===== src/rtl/int_vector_sequencer.sv =====
// Interrupt / BRK / reset vector sequencer: arbitrates NUM_SRC edge or level sources and
// walks the six-step push and vector-fetch sequence, producing the full 16-bit vector address.
module int_vector_sequencer #(
  parameter int                 NUM_SRC   = 4,
  parameter logic [NUM_SRC-1:0] EDGE_MASK = 4'b0001,
  parameter logic [15:0]        VEC_BASE  = 16'hFFE0,
  parameter logic [15:0]        BRK_VEC   = 16'hFFFE,
  parameter logic [15:0]        RES_VEC   = 16'hFFFC,
  localparam int                SRC_W     = (NUM_SRC > 1) ? $clog2(NUM_SRC) : 1
) (
  input  logic               CLK,
  input  logic               n_RES,
  input  logic               RDY,
  input  logic               T0,
  input  logic               BRK_OP,
  input  logic               I_FLAG,
  input  logic [NUM_SRC-1:0] IRQ_REQ,
  output logic               SEQ_ACTIVE,
  output logic [2:0]         SEQ_STEP,
  output logic               PUSH_EN,
  output logic               B_OUT,
  output logic [15:0]        VEC_ADDR,
  output logic               VEC_VALID,
  output logic               SET_I,
  output logic [SRC_W-1:0]   SRC_ID,
  output logic [NUM_SRC-1:0] ACK
);

  typedef enum logic [2:0] {
    S_IDLE = 3'd0,
    S_1    = 3'd1,
    S_2    = 3'd2,
    S_3    = 3'd3,
    S_4    = 3'd4,
    S_5    = 3'd5,
    S_6    = 3'd6
  } step_e;

  typedef enum logic [1:0] {
    K_RES = 2'd0,
    K_HW  = 2'd1,
    K_BRK = 2'd2
  } kind_e;

  step_e              step_q, step_d;
  kind_e              kind_q, kind_d;
  logic [SRC_W-1:0]   src_q, src_d;
  logic               b_q, b_d;
  logic               resPend_q;
  logic [NUM_SRC-1:0] pend_q, pend_d;
  logic [NUM_SRC-1:0] hist_q;

  logic [NUM_SRC-1:0] edgePend;
  logic [NUM_SRC-1:0] req;
  logic [NUM_SRC-1:0] ack;
  logic               reqAny, edgeAny;
  logic [SRC_W-1:0]   reqIdx, edgeIdx;
  logic               hijack;
  logic               active;
  logic [15:0]        vecBase;

  // History resets to all ones so a line already high at reset release never counts as an edge.
  always_ff @(posedge CLK or negedge n_RES) begin
    if (!n_RES) begin
      step_q    <= S_IDLE;
      kind_q    <= K_RES;
      src_q     <= '0;
      b_q       <= 1'b0;
      resPend_q <= 1'b1;
      pend_q    <= '0;
      hist_q    <= '1;
    end else begin
      step_q    <= step_d;
      kind_q    <= kind_d;
      src_q     <= src_d;
      b_q       <= b_d;
      resPend_q <= 1'b0;
      pend_q    <= pend_d;
      hist_q    <= IRQ_REQ;
    end
  end

  assign edgePend = pend_q & EDGE_MASK;
  assign req      = edgePend | (IRQ_REQ & ~EDGE_MASK & {NUM_SRC{~I_FLAG}});

  always_comb begin
    reqAny  = 1'b0;
    reqIdx  = '0;
    edgeAny = 1'b0;
    edgeIdx = '0;
    for (int i = NUM_SRC - 1; i >= 0; i--) begin
      if (req[i]) begin
        reqAny = 1'b1;
        reqIdx = SRC_W'(i);
      end
      if (edgePend[i]) begin
        edgeAny = 1'b1;
        edgeIdx = SRC_W'(i);
      end
    end
  end

  assign hijack = edgeAny && ((kind_q == K_BRK) || ((kind_q == K_HW) && (edgeIdx < src_q)));

  always_comb begin
    ack = '0;
    if ((step_q == S_5) && RDY && (kind_q == K_HW)) ack[src_q] = 1'b1;
  end

  // A new edge wins over a simultaneous acknowledge so it is never lost.
  assign pend_d = (pend_q & ~ack) | (IRQ_REQ & ~hist_q & EDGE_MASK);

  always_comb begin
    step_d = step_q;
    kind_d = kind_q;
    src_d  = src_q;
    b_d    = b_q;
    if (resPend_q) begin
      step_d = S_1;
      kind_d = K_RES;
      src_d  = '0;
      b_d    = 1'b0;
    end else if (RDY) begin
      case (step_q)
        S_IDLE: begin
          if (T0) begin
            if (reqAny) begin
              step_d = S_1;
              kind_d = K_HW;
              src_d  = reqIdx;
              b_d    = 1'b0;
            end else if (BRK_OP) begin
              step_d = S_1;
              kind_d = K_BRK;
              src_d  = '0;
              b_d    = 1'b1;
            end
          end
        end
        S_1:     step_d = S_2;
        S_2:     step_d = S_3;
        S_3:     step_d = S_4;
        S_4:     step_d = S_5;
        S_5:     step_d = S_6;
        S_6:     step_d = S_IDLE;
        default: step_d = S_IDLE;
      endcase
      // The B bit already chosen for the P push is deliberately left alone on a hijack.
      if ((step_q inside {S_1, S_2, S_3, S_4}) && hijack) begin
        kind_d = K_HW;
        src_d  = edgeIdx;
      end
    end
  end

  always_comb begin
    case (kind_q)
      K_BRK:   vecBase = BRK_VEC;
      K_HW:    vecBase = VEC_BASE + 16'({src_q, 1'b0});
      default: vecBase = RES_VEC;
    endcase
  end

  assign active     = (step_q != S_IDLE);
  assign SEQ_ACTIVE = active;
  assign SEQ_STEP   = step_q;
  assign PUSH_EN    = (step_q inside {S_2, S_3, S_4}) && (kind_q != K_RES);
  assign B_OUT      = active & b_q;
  assign VEC_VALID  = (step_q == S_5) || (step_q == S_6);
  assign VEC_ADDR   = (step_q == S_5) ? vecBase :
                      (step_q == S_6) ? vecBase + 16'd1 : 16'h0000;
  assign SET_I      = (step_q == S_6) && RDY;
  assign SRC_ID     = active ? src_q : '0;
  assign ACK        = ack;

endmodule


===== config.mk =====
export PLATFORM = sky130hd
export DESIGN_NAME = int_vector_sequencer
export DESIGN_NICKNAME = d
export VERILOG_FILES = /design/src/rtl/int_vector_sequencer.sv
export SDC_FILE = /design/constraint.sdc
export NUM_CORES = 1
export LEC_CHECK = 0
export ABC_AREA = 0
export CAP_MARGIN = 20
export CORE_AREA = 2 2 58 60
export CTS_CLUSTER_DIAMETER = 80
export CTS_CLUSTER_SIZE = 40
export DETAILED_ROUTE_END_ITERATION = 8
export DIE_AREA = 0 0 60 62
export PLACE_DENSITY = 0.62
export SYNTH_ARGS = -nofsm -noshare
export SYNTH_HDL_FRONTEND = slang
export SYNTH_SLANG_ARGS = --single-unit

===== constraint.sdc =====
create_clock -name CLK -period 5.5 [get_ports CLK]
set_clock_uncertainty 0.05 [all_clocks]
set_input_delay 1.1 -clock CLK [delete_from_list [all_inputs] [get_ports CLK]]
set_output_delay 1.1 -clock CLK [all_outputs]
set_load 0.01 [all_outputs]

# After elaboration in Yosys (flattened, before gate mapping)
# Index checks and enable logic that the tools add are counted.
[classes]
n_addsub = 2
n_mul = 0
div = 0
magnitude_cmp = 3
n_eq_ne = 10
shift = 0
muxes = 42
bitwise_logic = 9
n_reduce_logical = 25
[ops]
columns = ["cell", "n"]
rows = [
  ["two-way mux 2 bit", 19],
  ["two-way mux 16 bit", 2],
  ["case mux 16 bit (2 select lines)", 1],
  ["case mux 3 bit (6 select lines)", 1],
  ["adder 16 x 1 -> 16 bit (second input constant)", 1],
  ["two-way mux 3 bit", 5],
  ["nonzero test 3 bit", 5],
  ["two-way mux 1 bit", 12],
  ["equality test 3 bit (second input constant)", 3],
  ["AND 4 bit", 2],
  ["logical AND 1 bit", 8],
  ["AND reduction 4 bit", 2],
  ["nonzero test 2 bit", 4],
  ["nonzero test 4 bit", 2],
  ["adder 6 x 4 -> 7 bit (first input constant)", 1],
  ["equality test 3 x 2 -> 1 bit (second input constant)", 2],
  ["two-way mux 4 bit", 1],
  ["inequality test 4 bit (second input constant)", 1],
  ["NOT 4 bit", 1],
  ["OR 1 x 4 -> 4 bit", 1],
  ["OR 4 x 1 -> 4 bit", 1],
  ["equality test 3 x 1 -> 1 bit (second input constant)", 1],
  ["logical NOT 3 bit", 1],
  ["< comparator 2 x 3 -> 1 bit (second input constant)", 1],
  ["other kinds (10)", 13],
]
[word_totals]
ff_bits = 14
latchBits = 0
ramBits = 0
rom_bits = 0
input_bits = 10
output_inout_bits = 30
n_memories = 0

# Longest topological paths before layout
[depth]
depth_word = 13
mapped_depth = 6
ltp_nobuf = 6

# Worst setup path after synthesis
# OpenSTA, ideal clock, no wires.
[synth_path]
path_kind = "input to output"
start = "input port RDY"
end = "output port ACK[0]"
arrival_ps = 1693
t_required_ps = 4350
setup_slack_ps = 2657
cell_stages = 2
path_buffers = 0
path_cell_list = "nand4b_1 -> nor4_1"
[synth_between]
elab_chain_len = 3
[synth_rtl]
columns = ["item", "line_no", "rtl"]
rows = [
  ["from (decl)", "13", "input logic RDY,"],
  ["logical AND 1 bit (2 in a row)", "107", "if ((step_q == S_5) && RDY && (kind_q == K_HW)) ack[src_q] = 1'b1;"],
  ["two-way mux 4 bit", "107", ""],
  ["to (decl)", "26", "output logic [NUM_SRC-1:0] ACK"],
]
# No other way between the ends.

# Worst setup path after layout
# Ends and elaborated chain as after synthesis.

==> impl_metrics.tcl <==
set metrics [dict create \
    synth_edf_count 0 \
    count_of_hold_fix_buffers_inserted_at_cts 0 \
    placement_rows 21 \
    synth_seq_cells 11 \
    final_max_slew_viol_count 0 \
    finalCriticalPeriod_ns 4.11 \
    dominantRegCellSynth "dfrtp_1" \
    final.fill_count 350 \
    timing.final.ws_setup_ns 1.39 \
    synth.area.mux_share 0.0368 \
    ant_nets 0 \
    synthesis.area_per_instance_um2 8.75 \
    clk_root_buffer_cell "clkbuf_4" \
    yosys_cell_types 39 \
    powerDensity_nw_per_um2 159 \
    nets 143 \
    number_of_global_route_vias_before_repair 682 \
    yosysSeqAreaShare 0.314 \
    number_of_nets_produced_by_synthesis 115 \
    worst_relative_slew_slack 0.666 \
    clock_sink_count 11 \
    synth_area_leaders "dfrtp_1, buf_4, dfstp_2" \
    criticalPathCategory "in -> out" \
    slowest_stage_delay_on_critical_path_ns 0.63 \
    setup.worst_path.end_class "output pin" \
    chipWidth_um 60 \
    netlist.top_cell.by_area "dfrtp_1" \
    fin_crit_sh 0.748 \
    numCtsBuffers 3 \
    h_tree_lvl_count 1 \
    design.die.area_um2 3720 \
    flow.area_growth_from_synthesis_pct 39.9 \
    timing.hold.worst_path_depth 1 \
    final-setup-viol-count 0 \
    rsz0062_at_grt "no" \
    drtPass1Iterations 4 \
    detail_route.wirelength_mm 1.85 \
    max_cap_violations 0 \
    fmax_mhz 243 \
    via_count 781 \
    io_buffer_count 39 \
    post_route_cells_drive_above_1_share 0.0938 \
    yosys.cell_count.top_type "buf_4" \
    combinational_family_with_the_most_area_after_synthesis "simple AND/OR/NAND/NOR gates" \
    worst_ir_drop_vdd_mv 0.0874 \
    worst_path_most_repeated_cell "clkdlybuf4s50_1" \
    run_status "finished, final reports clean" \
    timing.critical_path.from_type "input pin" \
    chipHeight_um 62 \
    avgRoutedWirePerCell_um 10.6 \
    grt_usage 0.107 \
    final_hpwl_dp_mm 1.50 \
    postSynth.asyncResetShare 1.00 \
    start_util 0.278 \
    n_antenna_cell 0 \
    power_leakage_nw 0.485 \
    cts.repair_timing.setup_buffer_count 0 \
    cts.path.max_buffers 2 \
    yosys.area.top_type_share 0.255 \
    place.gp.congestion 0.756 \
    timing.critical_path.arrival_ns 2.96 \
    fin_util 0.389 \
    post_synth_fa_ha_maj_area_fraction 0.0567 \
    worst_slew_pin_tran_ns 0.499 \
    compound_cell_area_share_of_the_yosys_netlist 0.183 \
    gate_count_after_technology_mapping 101 \
    post_cts_resize_count 0 \
    detail_route.vias_per_cell 4.49 \
    grt_first_pass_wirelength_mm 2.99 \
    drc_errors 0 \
    fin_hold_ws_ns 0.464 \
    grt_overflow 0 \
    worst_hold_path_type "reg -> reg" \
    reg2reg_depth 4 \
    fin_tns_setup_ns 0 \
    synthesis.area_um2 883 \
    ys_warn_count 0 \
    dp_worst_setup_slack_ns 1.40 \
    worst-endpoint-required_ns 4.35 \
    cts_tree "done" \
    post_synth_most_frequent_cells "buf_4, inv_1, nor2_1, dfrtp_1" \
    grt_max_degree 13 \
    clkLatencyLatePin_ns 0.26 \
    grt_antenna_before_repair 0 \
    top_ports 40 \
    critPathMaxFanout 7 \
    path_cells "clkdlybuf4s50_1 -> nand4b_1 -> nor4_1 -> clkdlybuf4s50_1" \
    timing.critical_path.slowest_stage_cell "clkdlybuf4s50_1" \
    drt_iter0_drc 20 \
    xor_xnor_share_of_the_synthesized_area 0.00992 \
    fp.coreArea_um2 3180 \
    clk_pin_slew_ns 0.07 \
    yosys.area_share.simple 0.211 \
    timing.final.hold_violations 0 \
]
metal layers:
| layer | wire length, um | GRT usage | vias up |
|---|---|---|---|
| li1 | - | - | 391 |
| met1 | 856 | 0.142 | 351 |
| met2 | 852 | 0.166 | 37 |
| met3 | 134 | 0.0248 | 2 |
| met4 | 10 | 0.0508 | 0 |
| met5 | 0 | 0 | - |
state kept, by name (all words and copies together) (netlist names):
name       flops
SEQ_STEP       3
b_q            1
hist_q         1
kind_q         2
pend_q         1
resPend_q      1
src_q          2
critical path, delay by kind of cell:
kind                   cells  cell delay (ns)
buffers and inverters      2             1.22
and+or+nand+nor            2             0.64
layout make-up:
| class | instances | area [um2] | area share |
|---|---|---|---|
| multi-input cells | 63 | 443 | 0.358 |
| well taps | 46 | 57.6 | 0.0466 |
| inverters | 11 | 41.3 | 0.0334 |
| flip-flops and latches | 11 | 278 | 0.225 |
| repair buffers | 39 | 390 | 0.316 |
| clock buffers | 4 | 26.3 | 0.0213 |
path summary, 6_finish.rpt:
| kind | startpoint | endpoint | slack, ns |
|---|---|---|---|
| max | RDY | ACK[0] | 1.39 |
| min | kind_q[1] | kind_q[1] | 0.46 |
| max reg2reg | SEQ_STEP[1] | kind_q[0] | 3.55 |
| min reg2reg | kind_q[1] | kind_q[1] | 0.46 |
| max in group asynchronous | n_RES | hist_q[0] | 3.92 |
| min in group asynchronous | n_RES | SEQ_STEP[0] | 1.12 |
metrics by stage:
step / cell area, um2 / instances / power (mW)
floorplan: 883 / 101 / 0.124
global placement: 1210 / 170 / 0.144
detailed placement: 1210 / 170 / 0.145
CTS: 1240 / 174 / 0.201
global route: 1240 / 174 / 0.210
finish: 1240 / 174 / 0.197
where the power goes:
group	internal, mW	total (mW)	switching [mW]	leakage [nW]
clock	0.0280	0.0532	0.0251	0.0150
combinational	0.0274	0.0501	0.0228	0.335
sequential	0.0851	0.0932	0.00818	0.135
total	0.140	0.197	0.0561	0.485
kinds of logic (layout without fill, tap and decap cells):
logic type	after synthesis	count (layout)
other	1	1
AO/OA/AOI/OAI	20	20
AND/OR/NAND/NOR	34	34
buffers and inverters	27	54
flip-flops	11	11
XOR/XNOR	1	1
multiplexers	3	3
adder cells (fa/ha/maj)	4	4
layout by cell type, fill, tap and decap left out, drive strengths merged, types with 2 or more instances in the layout:
master,n
clkbuf,4
dfstp,2
o21a,2
inv,11
clkdlybuf4s50,39
nor3,5
dfrtp,9
ha,4
a21oi,5
nor2b,2
o21ai,3
nand2,5
a211oi,2
nor3b,2
mux2,2
nor2,11
nor4,3
Note: power is estimated with default switching activity, not from simulation.
